$ cat config.mk
export PLATFORM = sky130hd
export DESIGN_NAME = i2s_frame_tx_flat
export DESIGN_NICKNAME = d
export VERILOG_FILES = /design/src/rtl/i2s_frame_tx_if.sv /design/src/rtl/i2s_frame_tx.sv /design/src/flat_wrapper.sv
export SDC_FILE = /design/constraint.sdc
export NUM_CORES = 1
export LEC_CHECK = 0
export CORE_MARGIN = 2
export CORE_UTILIZATION = 30
export CTS_CLUSTER_DIAMETER = 150
export DETAILED_ROUTE_END_ITERATION = 8
export PLACE_DENSITY_LB_ADDON = 0.3
export SLEW_MARGIN = 0
export SYNTH_ARGS = -nofsm -noshare
export SYNTH_HDL_FRONTEND = slang
export SYNTH_SLANG_ARGS = --single-unit
export TNS_END_PERCENT = 10
$ cat constraint.sdc
create_clock -name s_clk -period 3.2 [get_ports s_clk]
set_input_delay 0.8 -clock s_clk [delete_from_list [all_inputs] [get_ports s_clk]]
set_output_delay 0.8 -clock s_clk [all_outputs]
set_load 0.005 [all_outputs]
$ cat src/rtl/i2s_frame_tx_if.sv
// Sample-side and DAC-side signal bundle for the stereo frame serializer.
// The slave modport is the serializer; master is the sample source / pin observer.
interface i2s_frame_tx_if #(
  parameter int DATA_W = 16
) ();
  logic              enable;
  logic [DATA_W-1:0] left_in;
  logic [DATA_W-1:0] right_in;
  logic              sample_valid;
  logic              clr_underrun;
  logic              sample_ack;
  logic              lrck;
  logic              sdata;
  logic              load;
  logic              busy;
  logic              underrun;

  modport master (
    output enable, left_in, right_in, sample_valid, clr_underrun,
    input  sample_ack, lrck, sdata, load, busy, underrun
  );

  modport slave (
    input  enable, left_in, right_in, sample_valid, clr_underrun,
    output sample_ack, lrck, sdata, load, busy, underrun
  );
endinterface

$ cat src/rtl/i2s_frame_tx.sv
// Stereo frame serializer: LRCK, MSB-first serial data and a last-bit load strobe,
// all registered on the falling edge of s_clk so the DAC samples them on the rising edge.
module i2s_frame_tx #(
  parameter int DATA_W    = 16,
  parameter int SLOT_W    = 16,
  parameter int I2S_DELAY = 0
) (
  input  logic          s_clk,
  input  logic          rst_n,
  i2s_frame_tx_if.slave bus
);
  localparam int FRAME = 2 * SLOT_W;
  localparam int CNT_W = $clog2(FRAME);
  localparam logic [CNT_W-1:0] LAST_CNT = CNT_W'(FRAME - 1);
  localparam logic [CNT_W-1:0] SLOT_CNT = CNT_W'(SLOT_W);
  localparam logic [CNT_W-1:0] DLY_CNT  = CNT_W'(I2S_DELAY);
  localparam logic [CNT_W-1:0] END_CNT  = CNT_W'(I2S_DELAY + DATA_W);

  if (DATA_W < 1 || SLOT_W < 2 || I2S_DELAY < 0 || I2S_DELAY > 1 ||
      DATA_W + I2S_DELAY > SLOT_W) begin : g_bad_params
    $error("i2s_frame_tx: illegal DATA_W/SLOT_W/I2S_DELAY combination");
  end

  typedef enum logic {IDLE = 1'b0, RUN = 1'b1} state_t;

  state_t            state_r;
  logic [CNT_W-1:0]  cnt_r;
  logic [DATA_W-1:0] shadow_l_r;
  logic [DATA_W-1:0] shadow_r_r;
  logic              sample_ack_r;
  logic              lrck_r;
  logic              sdata_r;
  logic              load_r;
  logic              busy_r;
  logic              underrun_r;

  logic              start_s;
  logic [CNT_W-1:0]  cnt_inc_s;
  logic [DATA_W-1:0] next_l_s;
  logic [DATA_W-1:0] next_r_s;

  // Serial bit for frame position cnt: delay bit and post-LSB padding are zero.
  function automatic logic slot_bit(input logic [CNT_W-1:0] cnt,
                                    input logic [DATA_W-1:0] l,
                                    input logic [DATA_W-1:0] r);
    logic [CNT_W-1:0]  p;
    logic [DATA_W-1:0] ch;
    logic [DATA_W-1:0] sh;
    logic              b;
    if (cnt >= SLOT_CNT) begin
      p  = cnt - SLOT_CNT;
      ch = r;
    end else begin
      p  = cnt;
      ch = l;
    end
    if (p >= DLY_CNT && p < END_CNT) begin
      sh = ch << (p - DLY_CNT);
      b  = sh[DATA_W-1];
    end else begin
      sh = '0;
      b  = 1'b0;
    end
    return b;
  endfunction

  // Frame-start decision and the sample values the new frame will carry.
  always_comb begin
    start_s   = bus.enable && (state_r == IDLE || cnt_r == LAST_CNT);
    cnt_inc_s = cnt_r + CNT_W'(1);
    next_l_s  = shadow_l_r;
    next_r_s  = shadow_r_r;
    if (start_s && bus.sample_valid) begin
      next_l_s = bus.left_in;
      next_r_s = bus.right_in;
    end else begin
      next_l_s = shadow_l_r;
      next_r_s = shadow_r_r;
    end
  end

  // Frame FSM with registered pin outputs; enable only matters at a frame boundary.
  always_ff @(negedge s_clk or negedge rst_n) begin
    if (!rst_n) begin
      state_r      <= IDLE;
      cnt_r        <= '0;
      shadow_l_r   <= '0;
      shadow_r_r   <= '0;
      sample_ack_r <= 1'b0;
      lrck_r       <= 1'b0;
      sdata_r      <= 1'b0;
      load_r       <= 1'b0;
      busy_r       <= 1'b0;
      underrun_r   <= 1'b0;
    end else begin
      sample_ack_r <= start_s && bus.sample_valid;
      // A set on the same edge as a clear must win.
      if (start_s && !bus.sample_valid) begin
        underrun_r <= 1'b1;
      end else if (bus.clr_underrun) begin
        underrun_r <= 1'b0;
      end else begin
        underrun_r <= underrun_r;
      end

      if (start_s) begin
        state_r    <= RUN;
        cnt_r      <= '0;
        shadow_l_r <= next_l_s;
        shadow_r_r <= next_r_s;
        busy_r     <= 1'b1;
        lrck_r     <= 1'b0;
        sdata_r    <= slot_bit('0, next_l_s, next_r_s);
        load_r     <= 1'b0;
      end else begin
        case (state_r)
          RUN: begin
            if (cnt_r == LAST_CNT) begin
              state_r <= IDLE;
              cnt_r   <= '0;
              busy_r  <= 1'b0;
              lrck_r  <= 1'b0;
              sdata_r <= 1'b0;
              load_r  <= 1'b0;
            end else begin
              cnt_r   <= cnt_inc_s;
              busy_r  <= 1'b1;
              lrck_r  <= (cnt_inc_s >= SLOT_CNT);
              sdata_r <= slot_bit(cnt_inc_s, shadow_l_r, shadow_r_r);
              load_r  <= (cnt_inc_s == LAST_CNT);
            end
          end
          default: begin
            state_r <= IDLE;
            cnt_r   <= '0;
            busy_r  <= 1'b0;
            lrck_r  <= 1'b0;
            sdata_r <= 1'b0;
            load_r  <= 1'b0;
          end
        endcase
      end
    end
  end

  assign bus.sample_ack = sample_ack_r;
  assign bus.lrck       = lrck_r;
  assign bus.sdata      = sdata_r;
  assign bus.load       = load_r;
  assign bus.busy       = busy_r;
  assign bus.underrun   = underrun_r;
endmodule

$ cat src/flat_wrapper.sv
// flat-port wrapper written by rule: the top's interface ports become plain ports
module i2s_frame_tx_flat 
#(
  parameter int DATA_W    = 16,
  parameter int SLOT_W    = 16,
  parameter int I2S_DELAY = 0
)
  (s_clk, rst_n, bus_enable, bus_left_in, bus_right_in, bus_sample_valid, bus_clr_underrun, bus_sample_ack, bus_lrck, bus_sdata, bus_load, bus_busy, bus_underrun);
  i2s_frame_tx_if #(.DATA_W(DATA_W)) bus_i ();
  input  logic s_clk;
  input  logic rst_n;
  input wire logic [$bits(bus_i.enable)-1:0] bus_enable;
  input wire logic [$bits(bus_i.left_in)-1:0] bus_left_in;
  input wire logic [$bits(bus_i.right_in)-1:0] bus_right_in;
  input wire logic [$bits(bus_i.sample_valid)-1:0] bus_sample_valid;
  input wire logic [$bits(bus_i.clr_underrun)-1:0] bus_clr_underrun;
  output wire logic [$bits(bus_i.sample_ack)-1:0] bus_sample_ack;
  output wire logic [$bits(bus_i.lrck)-1:0] bus_lrck;
  output wire logic [$bits(bus_i.sdata)-1:0] bus_sdata;
  output wire logic [$bits(bus_i.load)-1:0] bus_load;
  output wire logic [$bits(bus_i.busy)-1:0] bus_busy;
  output wire logic [$bits(bus_i.underrun)-1:0] bus_underrun;
  assign bus_i.enable = bus_enable;
  assign bus_i.left_in = bus_left_in;
  assign bus_i.right_in = bus_right_in;
  assign bus_i.sample_valid = bus_sample_valid;
  assign bus_i.clr_underrun = bus_clr_underrun;
  assign bus_sample_ack = bus_i.sample_ack;
  assign bus_lrck = bus_i.lrck;
  assign bus_sdata = bus_i.sdata;
  assign bus_load = bus_i.load;
  assign bus_busy = bus_i.busy;
  assign bus_underrun = bus_i.underrun;
  i2s_frame_tx #(.DATA_W(DATA_W), .SLOT_W(SLOT_W), .I2S_DELAY(I2S_DELAY)) u_core (.s_clk(s_clk), .rst_n(rst_n), .bus(bus_i));
endmodule
==> metrics.md <==
| Metric | Value |
|---|---|
| I/O pin cnt | `43` |
| CP top delay family | `flip-flops` |
| Final core utilization | `42.2%` |
| Setup crit start kind | `register` |
| CP Class | `register to output pin` |
| Final Hold Viols | `0` |
| Final setup vio count | `3` |
| Worst-Skew Late Latency | `0.29 ns` |
| First-pass GRT wire length | `6490 µm` |
| Via density per instance | `4.56` |
| CTS Buf Count | `5` |
| Largest net degree at the start of global routing | `43` |
| LEAKAGE | `1.23 nW` |
| Total track usage | `11.6%` |
| Die Span X | `84.1 µm` |
| Sw Ratio | `31.0%` |
| Hold Buf Count CTS | `0` |
| R2R Setup Slk | `0.46 ns` |
| Sequential-to-total area share from yosys stat | `54.6%` |
| Worst-margin pin slew | `0.602 ns` |
| Max-slew headroom | `59.8%` |
| Worst setup EP type | `output pin` |
| Vias in the first global route | `1,356` |
| Slowest stage delay, CP | `0.40 ns` |
| NumNets Final | `235` |
| Routed wire length | `3750 µm` |
| Pwr Density | `692 nW/µm²` |
| Hold_sp | `u_core.shadow_l_r[13]` |
| Initial DRC Count | `77` |
| DRC Markers | `0` |
| Peak supply drop | `277 µV` |
| Max cap viols | `0` |
| DRT Pass-1 Iters | `2` |
| Fillers | `603` |
| Synth Warn # | `0` |
| Core ar. | `6280 µm²` |
| WHS | `0.441 ns` |
| Failing checks | `setup timing` |
| CP required | `2.40 ns` |
| TritonCTS clock tree | `built` |
| Yosys top cell area share | `54.6%` |
| Netlist Area Pre-Place | `1920 µm²` |
| Die Ht | `84.1 µm` |
| DP Area | `2520 µm²` |
| CP arrival | `2.41 ns` |
| Clk pwr share | `21.2%` |
| CTS Buffer Depth | `2` |
| Starting Density | `30.7%` |
| Clock transition at the registers of the reported paths | `0.05 ns` |
| Post-Synthesis Cells | `140` |
| Area leader, netlist | `dfrtn_1` |
| RSZ-0062 raised after global routing | `true` |
| Worst path bufs/invs | `1` |
| Status | `finished, violations left` |
| Global placer's final weighted congestion | `0.749` |
| Synth Area per Inst | `13.7 µm²` |
| Setup Skew | `0.000723 ns` |
| I/O Buffers | `42` |
| Final WS setup | `-0.00548 ns` |
| Yosys reg bits | `42` |
| FP Rows | `29` |
| Via count | `1,246` |
| Cell variety after synth | `24` |
| Worst Path Max Fanout | `2` |
| Crit path cell chain | `buf_2` |
| Int Power | `0.00126 W` |
| RR Startpoint | `u_core.cnt_r[1]` |
| Root buffer cell | `clkbuf_8` |
| # clock sinks | `42` |
| Design Area, Final | `2650 µm²` |
| Switching pwr | `0.000568 W` |
| Die area | `7070 µm²` |
| Total count of max-transition violations in the final report | `0` |
| # diodes | `0` |
| Post-route ant nets | `0` |
| Syn_nets | `180` |
| Logic gate share of total power | `39.5%` |
| Final HPWL DP | `2660 µm` |
| Initial antenna violation count | `0` |
| Drt wl/cell | `13.7 µm` |
| Layout area overhead | `37.7%` |
| Layout cells sized above 1 | `34.7%` |
| CP max-delay cell | `dfrtn_1` |
| Sequential share of power | `39.3%` |
| Worst min path class | `register to register` |
| CTS H-tree lvls | `2` |
| Setup crit start | `u_core.cnt_r[4]` |
| Grt total ovfl | `0` |
| Synth area leaders | `dfrtn_1 55%, mux2_2 20%, mux2i_1 4.7%, mux4_2 2.3%, ha_1 2.0%` |
## cell usage after synthesis
cell and count:
o22ai_1 4, buf_6 1, xor2_1 2, nor3_1 3
nand2b_1 4, nor3_2 1, mux4_2 2, nor2_1 3
and3b_1 1, and3_1 3, inv_1 3, mux2_2 34
nand3_1 2, buf_2 6, nand2_1 3, dfrtn_1 42
a211oi_1 4, xnor2_1 1, and4_1 1, a2111oi_0 2
ha_1 3, nor2b_1 4, mux2_1 2, mux2i_1 9
## layer usage
layer  global-route usage (%)  part of all wire, %  vias up
li1                         -                    -      618
met5                        0                    0        -
met3                     3.46                  4.4        4
met4                     3.52                  1.3        0
met1                     15.4                   46      599
met2                     18.3                   48       25
## cell families (layout without fill, tap and decap cells)
family	count (synthesis)	count (layout)	share of synthesized area [%]
multiplexers	47	47	28.1
flip-flops	42	42	54.6
AND/OR/NAND/NOR	25	25	7.48
AO/OA/AOI/OAI	10	10	3.77
buffers and inverters	10	66	2.73
adder cells (fa/ha/maj)	3	3	1.95
XOR/XNOR	3	3	1.37
## state kept, by name (all words and copies together) (netlist names)
name	flops
u_core.shadow_r_r	16
u_core.bus.sample_ack	1
u_core.cnt_r	5
u_core.bus.load	1
u_core.bus.underrun	1
u_core.bus.sdata	1
u_core.bus.busy	1
u_core.shadow_l_r	16
## cells in the final DEF, fill, tap and decap left out, types with 4 or more instances in the layout
master	count
buf_2	7
buf_4	8
buf_12	4
a211oi_1	4
mux2_2	34
mux2i_1	9
dfrtn_1	42
o22ai_1	4
nor2b_1	4
clkdlybuf4s50_1	33
clkbuf_8	8
nand2b_1	4
## what timing repair did
action	CTS	global route
buffers inserted	1	0
pin swaps	1	0
endpoints found under the setup margin	38	26
endpoints found under the hold margin	0	0
cloned	1	0
gates resized for setup	29	2
## final timing paths
kind	cells after the start	end
min in group asynchronous	2	u_core.shadow_r_r[14]
min reg2reg	1	u_core.shadow_l_r[13]
max	1	bus_lrck
max in group asynchronous	2	u_core.shadow_l_r[8]
min	1	u_core.shadow_l_r[13]
max reg2reg	9	u_core.bus.sdata
## power groups by stage
stage	clock network [W]	registers (W)	logic (W)
3_3_place_gp	0	0.000729	0.000739
6_report	0.000389	0.000721	0.000723
3_5_place_dp	0	0.000732	0.000736
2_1_floorplan	0	0.000716	0.000517
4_1_cts	0.000406	0.000722	0.000733
5_1_grt	0.000429	0.000738	0.000800
## area by class of cell
type	instances	area (µm²)	area share (%)
Clock buffer	8	110	4.15
Inverter	3	11.3	0.425
Multi-Input combinational cell	88	833	31.4
Sequential cell	42	1050	39.7
Tap cell	77	96.3	3.64
Timing Repair Buffer	55	548	20.7
## stage by stage
stage / instances / setup WS (ns) / total power [W] / TNS, ns
floorplan: 140 / 0.00903 / 0.00123 / 0
global placement: 263 / -0.511 / 0.00147 / -17.86
detailed placement: 263 / -0.502 / 0.00147 / -17.40
CTS: 273 / -0.0237 / 0.00186 / -0.0617
global route: 273 / -0.0560 / 0.00197 / -0.171
finish: 273 / -0.00548 / 0.00183 / -0.0127
No activity file was read; power rests on OpenSTA's default activity.
